File: config.mk
export PLATFORM = sky130hd
export DESIGN_NAME = monostable_driver
export DESIGN_NICKNAME = d
export VERILOG_FILES = /design/src/rtl/monostable_driver.sv
export SDC_FILE = /design/constraint.sdc
export NUM_CORES = 1
export LEC_CHECK = 0
export BUFFER_PORTS_ARGS = -buffer_cell sky130_fd_sc_hd__buf_2
export CORE_UTILIZATION = 55
export DETAILED_ROUTE_END_ITERATION = 6
export PLACE_DENSITY_LB_ADDON = 0.2
export SETUP_SLACK_MARGIN = 0.3
export SKIP_LAST_GASP = 1
export SYNTH_ARGS = -nofsm -noshare
export SYNTH_HDL_FRONTEND = slang
export SYNTH_SLANG_ARGS = --single-unit
File: constraint.sdc
create_clock -name clk -period 4.7 [get_ports clk]
set_input_delay 0.47 -clock clk [delete_from_list [all_inputs] [get_ports clk]]
set_output_delay 0.47 -clock clk [all_outputs]
set_load 0.05 [all_outputs]
File: src/rtl/monostable_driver.sv
// monostable_driver: retriggerable-safe pulse generator for a single output pin.
//
// A trigger in IDLE starts a pulse: io_out is high for On_Cycles enabled cycles, then low for
// at least Off_Cycles enabled cycles. Triggers that arrive while a pulse (or its low gap) is in
// progress are either queued or dropped, depending on build configuration.
//
// Build configuration:
//   MONOSTABLE_DRIVER_PENDING_EN  defined   -> triggers during ON/OFF are queued in a saturating
//                                              counter of depth Max_Pending and replayed after
//                                              each OFF gap.
//                                 undefined -> triggers during ON/OFF are dropped (overflow
//                                              pulses), pending_count is tied to 0.
//
// Parameters:
//   On_Cycles    io_out high time in clk_en-qualified cycles (>= 1)
//   Off_Cycles   minimum low gap after each pulse in clk_en-qualified cycles (>= 1)
//   Max_Pending  depth of the pending-event counter (>= 1)
//
// Ports:
//   clk            clock, rising edge
//   async_rst_n    asynchronous active-low reset
//   clk_en         cycle qualifier; nothing advances while low
//   trigger        active-high event request, sampled when clk_en is high
//   io_out         pin drive, straight from a flop
//   busy           high while not IDLE
//   pending_count  number of queued events
//   overflow       one enabled-cycle pulse when a trigger is dropped

module monostable_driver #(
  parameter int On_Cycles   = 3_500_000,
  parameter int Off_Cycles  = 3_500_000,
  parameter int Max_Pending = 3
) (
  input  logic                             clk,
  input  logic                             async_rst_n,
  input  logic                             clk_en,
  input  logic                             trigger,
  output logic                             io_out,
  output logic                             busy,
  output logic [$clog2(Max_Pending+1)-1:0] pending_count,
  output logic                             overflow
);

  localparam int MaxCycles = (On_Cycles > Off_Cycles) ? On_Cycles : Off_Cycles;
  // Keep at least one bit so degenerate 1-cycle configurations still elaborate.
  localparam int CntW      = (MaxCycles > 1) ? $clog2(MaxCycles) : 1;
  localparam int PendW     = $clog2(Max_Pending + 1);

  localparam logic [CntW-1:0] OnLast  = CntW'(On_Cycles - 1);
  localparam logic [CntW-1:0] OffLast = CntW'(Off_Cycles - 1);

`ifndef SYNTHESIS
  initial begin
    if (On_Cycles < 1 || Off_Cycles < 1 || Max_Pending < 1) begin
      $display("ERROR: monostable_driver illegal parameters On_Cycles=%0d Off_Cycles=%0d Max_Pending=%0d",
               On_Cycles, Off_Cycles, Max_Pending);
      $finish;
    end
  end
`endif

  typedef enum logic [1:0] {StIdle, StOn, StOff} state_e;

  state_e            state_q, state_d;
  logic [CntW-1:0]   cnt_q, cnt_d;
  logic              io_out_q, io_out_d;
  logic              busy_q, busy_d;
  logic              ovf_q, ovf_d;
  logic              on_done, off_done;

`ifdef MONOSTABLE_DRIVER_PENDING_EN
  logic [PendW-1:0]  pend_q, pend_d;
  localparam logic [PendW-1:0] PendMax = PendW'(Max_Pending);
`endif

  assign on_done  = (cnt_q == OnLast);
  assign off_done = (cnt_q == OffLast);

  always_comb begin
    state_d  = state_q;
    cnt_d    = cnt_q;
    io_out_d = io_out_q;
    busy_d   = busy_q;
    ovf_d    = ovf_q;
`ifdef MONOSTABLE_DRIVER_PENDING_EN
    pend_d   = pend_q;
`endif

    if (clk_en) begin
      ovf_d = 1'b0;
      unique case (state_q)
        StIdle: begin
          // The starting trigger is consumed here, never queued.
          if (trigger) state_d = StOn;
        end
        StOn: begin
          if (on_done) state_d = StOff;
          if (trigger) begin
`ifdef MONOSTABLE_DRIVER_PENDING_EN
            if (pend_q == PendMax) ovf_d = 1'b1;
            else                   pend_d = pend_q + 1'b1;
`else
            ovf_d = 1'b1;
`endif
          end
        end
        StOff: begin
          if (off_done) begin
`ifdef MONOSTABLE_DRIVER_PENDING_EN
            if (pend_q != '0) begin
              // A coincident trigger replaces the event being dequeued.
              state_d = StOn;
              if (!trigger) pend_d = pend_q - 1'b1;
            end else if (trigger) begin
              state_d = StOn;
            end else begin
              state_d = StIdle;
            end
`else
            state_d = StIdle;
            if (trigger) ovf_d = 1'b1;
`endif
          end else if (trigger) begin
`ifdef MONOSTABLE_DRIVER_PENDING_EN
            if (pend_q == PendMax) ovf_d = 1'b1;
            else                   pend_d = pend_q + 1'b1;
`else
            ovf_d = 1'b1;
`endif
          end
        end
        default: state_d = StIdle;
      endcase

      // Counter restarts on every state change and idles at zero.
      if (state_d != state_q || state_q == StIdle) cnt_d = '0;
      else                                         cnt_d = cnt_q + 1'b1;

      io_out_d = (state_d == StOn);
      busy_d   = (state_d != StIdle);
    end
  end

  always_ff @(posedge clk or negedge async_rst_n) begin
    if (!async_rst_n) begin
      state_q  <= StIdle;
      cnt_q    <= '0;
      io_out_q <= 1'b0;
      busy_q   <= 1'b0;
      ovf_q    <= 1'b0;
`ifdef MONOSTABLE_DRIVER_PENDING_EN
      pend_q   <= '0;
`endif
    end else begin
      state_q  <= state_d;
      cnt_q    <= cnt_d;
      io_out_q <= io_out_d;
      busy_q   <= busy_d;
      ovf_q    <= ovf_d;
`ifdef MONOSTABLE_DRIVER_PENDING_EN
      pend_q   <= pend_d;
`endif
    end
  end

  assign io_out   = io_out_q;
  assign busy     = busy_q;
  assign overflow = ovf_q;
`ifdef MONOSTABLE_DRIVER_PENDING_EN
  assign pending_count = pend_q;
`else
  assign pending_count = '0;
`endif

endmodule

==> results by group, run 1 <==
Critical path
  – Largest stage delay on the critical path: 0.45 ns
  – Crit Path Category: flop to flop
  – CP Cell Sequence: or3_1 -> or4_4 -> or2_2 -> a31oi_1 -> a21boi_0 -> nand2b_1
  – Crit path buf inv count: 0
  – Cell depth of the worst setup path: 6
  – WP data arrival: 2.45 ns
  – Worst Setup End Kind: flop
  – CP Launch Type: flop
  – Worst Path Required: 4.93 ns
  – Slowest CP cell: or4_4
  – R2r worst-path depth: 6
  – Crit-path max FO: 4
  – Delay-heaviest family, CP: simple AND/OR/NAND/NOR gates

Routing
  – DR vias/cell: 5.60
  – Avg WL per Cell: 13.1 um
  – Via count: 1115
  – DRC: 0
  – Initial DRC count: 20
  – Final Routed Wirelength: 2.60 mm
  – Post-route ant nets: 0
  – Drt first pass iters: 4

Clock tree
  – CTS H-tree depth: 1
  – Post-CTS Setup Bufs: 0
  – Clock Path Buffers: 2
  – CTS tree: built
  – Hold buffer count at cts: 0
  – Num Clock Sinks: 27
  – Num CTS Buffers: 3
  – Clock slew at reported path FFs: ~0.15 ns
  – Clk root buf: clkbuf_4
  – Clock latency on the worst-skew pair: ~0.32 ns
  – Resize count post-CTS: 0

Die
  – I/O pin total: 9
  – Full die area: 3000 um2
  – Die height: 54.8 um
  – Core box area: 2540 um2
  – FP Rows: 18
  – Starting Density: 60.2%
  – DIE WIDTH: 54.8 um

Power and ir drop
  – Maximum VDD drop: 0.305 mV
  – Power Density: approximately 380 nW/um2
  – Total Power: between 0.6 and 0.7 mW
  – LEAKAGE: 0.733 nW

Timing
  – Sum Neg Setup Slack: 0 ns
  – Slew margin rel.: 60.4%
  – Clk_skew: ~0.0069 ns
  – Max Slew Vio Count: 0
  – Hold Fails Final Rpt: 0
  – Final Setup Violations: 0
  – Period utilization: 47.2%
  – Post-layout min period: 2.22 ns
  – Maximum clock rate: around 0.45 GHz
  – RSZ-0062 raised after global routing: false
  – Slew @ Worst Pin: 0.594 ns

Job
  – Max Cap Viol: 0

Synthesis
  – Dominant synthesized flop cell: dfrtp_1
  – Netlist cell types: 40
  – Gate Count Post-Synth: 165
  – Most frequent cells after synthesis: dfrtp_1 (27), nor2_1 (25), nand2_1 (16), xor2_1 (10), nand3_1 (8)
  – Post-synth EDFFs: 0
  – Dominant cells by area after synthesis: dfrtp_1 (44%), nor2_1 (6.1%), xor2_1 (5.7%)
  – Ys Warns: 0
  – Ys async rst share: between 90% and 100%
  – Yosys top cell by area: dfrtp_1
  – Average size of a mapped cell: ~9.3 um2
  – Top-area cell type share of the netlist area: between 40% and 50%
  – Synth Cell Area: 1530 um2
  – Register bit total from synthesis: 27
  – Sequential-to-total area share from yosys stat: 44.1%
  – Top-count cell post-synth: dfrtp_1

Placement
  – PortBufs: 6
  – Post-detail-place hpwl: 1.93 mm
  – Routability cong.: just under 0.8

Hold path
  – Hold crit path type: input pin to async pin

Finish
  – Layout cells sized above 1: 10.1%
  – ANT cells: 0
  – NumNets Final: ~180
  – Synth-to-Final Area Change: 2.61%

GRT
  – Largest net degree at the start of global routing: 28
  – Initial antenna violation count: 0
  – Vias in the first global route: ~1000
  – Total grt overflow: 0
  – All-Layer GR Usage: 20.3%
  – First-pass GRT wire length: ~4.3 mm

Outcome
  – Status: complete, no violations
[cell usage in the layout (no fill, tap or decap), types with 3 or more instances in the layout]
master     n
xor2_1    10
inv_1      6
nor2_1    25
nand4_1    3
or3_1      3
a21oi_1    4
clkbuf_4   3
nor3_1     7
nand3_1    8
ha_1       5
a31oi_1    3
buf_2      6
o21ai_0    4
a21o_1     4
and4_1     4
nand2_1   16
xnor2_1    6
dfrtp_1   27
[power breakdown]
group / internal [mW] / leakage, nW / switching (mW)
Combinational: 0.0708 / 0.347 / 0.149
Sequential: 0.259 / 0.368 / 0.0244
Clock: 0.0318 / 0.0177 / 0.0672
[cell type report]
type | count | area, um2
timing repair buffer | 6 | 30.0
sequential | 27 | 676
clock buffer | 3 | 22.5
tap | 30 | 37.5
multi-input combinational | 126 | 779
inverter | 6 | 22.5
fill | 222 | 972
clock inverter | 1 | 5.00
[routing by layer]
| metal | up-vias | routed length [um] | track usage (%) |
|---|---|---|---|
| met5 | - | 0 | 0 |
| met4 | 0 | 10 | 6.41 |
| met3 | 2 | 57 | 3.33 |
| met2 | 12 | 1170 | 34.1 |
| met1 | 528 | 1360 | 26.4 |
| li1 | 573 | - | - |
[through the flow]
step / setup WS, ns / std cells / cell area [um2] / utilization, % / hold WS [ns]
finish: 2.48 / 199 / 1570 / 61.8 / 0.126
global placement: 2.51 / 195 / 1550 / 60.7 / 0.465
CTS: 2.50 / 199 / 1570 / 61.8 / 0.139
global route: 2.37 / 199 / 1570 / 61.8 / 0.160
detailed placement: 2.50 / 195 / 1550 / 60.7 / 0.473
floorplan: 2.58 / 166 / 1540 / - / 0.174
[registers in the layout, indices dropped and copies added, names as in the netlist]
name and count:
state_q 2, io_out 1, busy 1, overflow 1
cnt_q 22
[worst paths after layout]
kind,from,end,slack [ns]
min,async_rst_n,busy$_DFFE_PN0P_,0.13
max in group asynchronous,async_rst_n,cnt_q[6]$_DFFE_PN0P_,4.18
max,cnt_q[11]$_DFFE_PN0P_,busy$_DFFE_PN0P_,2.48
min in group clk,trigger,overflow$_DFFE_PN0P_,0.43
min reg2reg,io_out$_DFFE_PN0P_,io_out$_DFFE_PN0P_,0.50
max reg2reg,cnt_q[11]$_DFFE_PN0P_,busy$_DFFE_PN0P_,2.48
[cell families (layout without fill, tap and decap cells)]
kind of cell               Yosys count  count (layout)  share of synthesized area (%)
muxes                                1               1                          0.735
adders and majority gates            5               5                           4.08
buffers and inverters               13              16                           5.31
AOI/OAI and AO/OA                   24              24                           10.9
DFF                                 27              27                           44.1
and+or+nand+nor                     78              78                           25.6
xor gates and xnor gates            16              16                           9.14
other                                1               2                          0.245
No activity file was read; power rests on OpenSTA's default activity.
==> run 2, diff against run 1 <==
- clock period: 4.7 -> 2.19 ns (I/O delays scaled with it)
==> results by group, run 2 (synthesis gave the netlist of run 1 again) <==
Finish
  – Most common cell after layout, fill and taps aside: dfrtp_1
  – Largest register FFs: 22
  – Synth-to-Final Area Change: 14.0%
  – NumNets Final: 189
  – Fill cell count: 198
  – Top reg by flops: cnt_q
  – Layout cells sized above 1: 26.3%
  – ANT cells: 0
  – Post-route cell area: approximately 1700 um2
  – Commonest non-fill, non-tap cells in the layout: dfrtp_1 (25), nand2_1 (16), nor2_1 (14)
  – Leading registers by flop count: cnt_q (22), state_q (2)

Power and ir drop
  – LEAKAGE: a little under 0.8 nW
  – Maximum VDD drop: 0.953 mV
  – Power Density: 848 nW/um2

Die
  – Die height: 54.8 um
  – Core box area: about 2500 um2
  – Full die area: 3000 um2
  – Starting Density: 60.2%
  – DIE WIDTH: 54.8 um
  – FP Rows: 18
  – I/O pin total: 9

Routing
  – Via count: ~1200
  – Final Routed Wirelength: around 3.3 mm
  – Post-route ant nets: 0
  – Drt first pass iters: 4
  – DRC: 0
  – Avg WL per Cell: 15.8 um
  – DR vias/cell: 5.80
  – Initial DRC count: 33

Clock tree
  – Clock slew at reported path FFs: roughly 0.15 ns
  – Num Clock Sinks: 27
  – Clk root buf: clkbuf_4
  – Num CTS Buffers: 3
  – Clock Path Buffers: 2
  – Clock latency on the worst-skew pair: 0.32 ns
  – CTS tree: built
  – CTS H-tree depth: 1

Timing
  – Final Setup Violations: 0
  – Period utilization: 95.1%
  – Hold Fails Final Rpt: 0
  – Clk_skew: 0.00504 ns
  – Maximum clock rate: between 0.4 and 0.5 GHz
  – Slew @ Worst Pin: 0.605 ns
  – Sum Neg Setup Slack: 0 ns
  – Post-layout min period: 2.08 ns
  – Min Hold Slack: 0.147 ns
  – Max Slew Vio Count: 0
  – RSZ-0062 raised after global routing: true
  – Slew margin rel.: about three fifths

Critical path
  – Crit-path max FO: 8
  – FF-to-FF End: cnt_q[15]$_DFFE_PN0P_
  – CP Launch Type: flop
  – Crit Path Category: flop to flop
  – Delay-heaviest family, CP: simple AND/OR/NAND/NOR gates
  – WP data arrival: 2.31 ns
  – CP Cell Sequence: or3_1 -> or4_4 -> o32ai_2 -> a21o_2 -> and2_4 -> nor2_1
  – Cell depth of the worst setup path: 6
  – Worst Setup End Kind: flop
  – Largest stage delay on the critical path: 0.45 ns
  – Worst setup path startpoint: cnt_q[11]$_DFFE_PN0P_
  – End point of the critical path: cnt_q[15]$_DFFE_PN0P_
  – Slowest CP cell: or4_4
  – Crit path buf inv count: 0
  – Critical R2R Launch: cnt_q[11]$_DFFE_PN0P_
  – Flop2flop setup slack: 0.11 ns
  – R2r worst-path depth: 6
  – Worst Path Required: 2.42 ns

GRT
  – First-pass GRT wire length: 4.98 mm
  – Vias in the first global route: roughly 1100
  – Total grt overflow: 0
  – Grt met1 use: a little under a third
  – Initial antenna violation count: 0
  – All-Layer GR Usage: 24.1%
  – Largest net degree at the start of global routing: 28
  – Met3 Use GR: 3.33%
  – GRT busiest layer: met2
  – GRT met2 Usage: between 30% and 40%

Outcome
  – Status: complete, no violations

Placement
  – Routability cong.: 0.908
  – Placed cell areas: 1570 um2
  – Post-detail-place hpwl: between 1.5 and 2 mm
  – PortBufs: 6

Hold path
  – Hold crit path type: input pin to flop

Job
  – Max Cap Viol: 0
-- run 2: power breakdown --
group	internal [mW]	switching, mW
logic	0.238	0.403
registers	0.559	0.0598
clock network	0.0713	0.150
total	0.868	0.613
-- run 2: through the flow --
step / worst slack, ns / power (mW) / utilization (%) / std cells
final: 0.106 / 1.48 / 68.6 / 209
after global routing: -0.00107 / 1.56 / 68.6 / 209
after CTS: 0.151 / 1.39 / 65.9 / 207
after detailed placement: 0.0763 / 1.11 / 61.6 / 196
after global placement: 0.103 / 1.08 / 61.6 / 196
after floorplan: 0.135 / 1.05 / - / 166
-- run 2: area by class of cell --
type                    count  area [um2]  area share (%)
inverters                   6        22.5            1.29
flip-flops and latches     27         678            38.8
clock buffers               4        26.3            1.50
well taps                  30        37.5            2.15
multi-input cells         127         882            50.5
repair buffers             15         100            5.73
-- run 2: how the worst min path moves through the flow --
stage | to | cells past startpoint | slack [ns] | startpoint
2_1_floorplan | busy$_DFFE_PN0P_ | 0 | -0.08 | async_rst_n
3_3_place_gp | state_q[1]$_DFFE_PN0P_ | 1 | 0.25 | async_rst_n
3_5_place_dp | busy$_DFFE_PN0P_ | 1 | 0.26 | async_rst_n
4_1_cts | overflow$_DFFE_PN0P_ | 3 | 0.13 | trigger
5_1_grt | overflow$_DFFE_PN0P_ | 3 | 0.16 | trigger
6_report | overflow$_DFFE_PN0P_ | 3 | 0.15 | trigger
-- run 2: worst register-to-register path, stage by stage, from the launching register on --
cell and delay, ns:
dfrtp_1 0.40, or3_1 0.36, or4_4 0.45, o32ai_2 0.21
a21o_2 0.22, and2_4 0.27, nor2_1 0.08
-- run 2: routing by layer --
layer,share of wire (%),wire length (um)
met5,0,0
met4,2.4,78
met3,3.6,119
met2,49,1600
met1,45,1500
-- run 2: repair_timing --
| action | in CTS | in global routing |
|---|---|---|
| endpoints found under the hold margin | 27 | 0 |
| hold buffers | 1 | 0 |
| setup buffers | 6 | 1 |
| pin swaps | 0 | 18 |
| gates resized for setup | 6 | 20 |
| gates cloned | 0 | 1 |
| setup endpoints to repair | 25 | 26 |
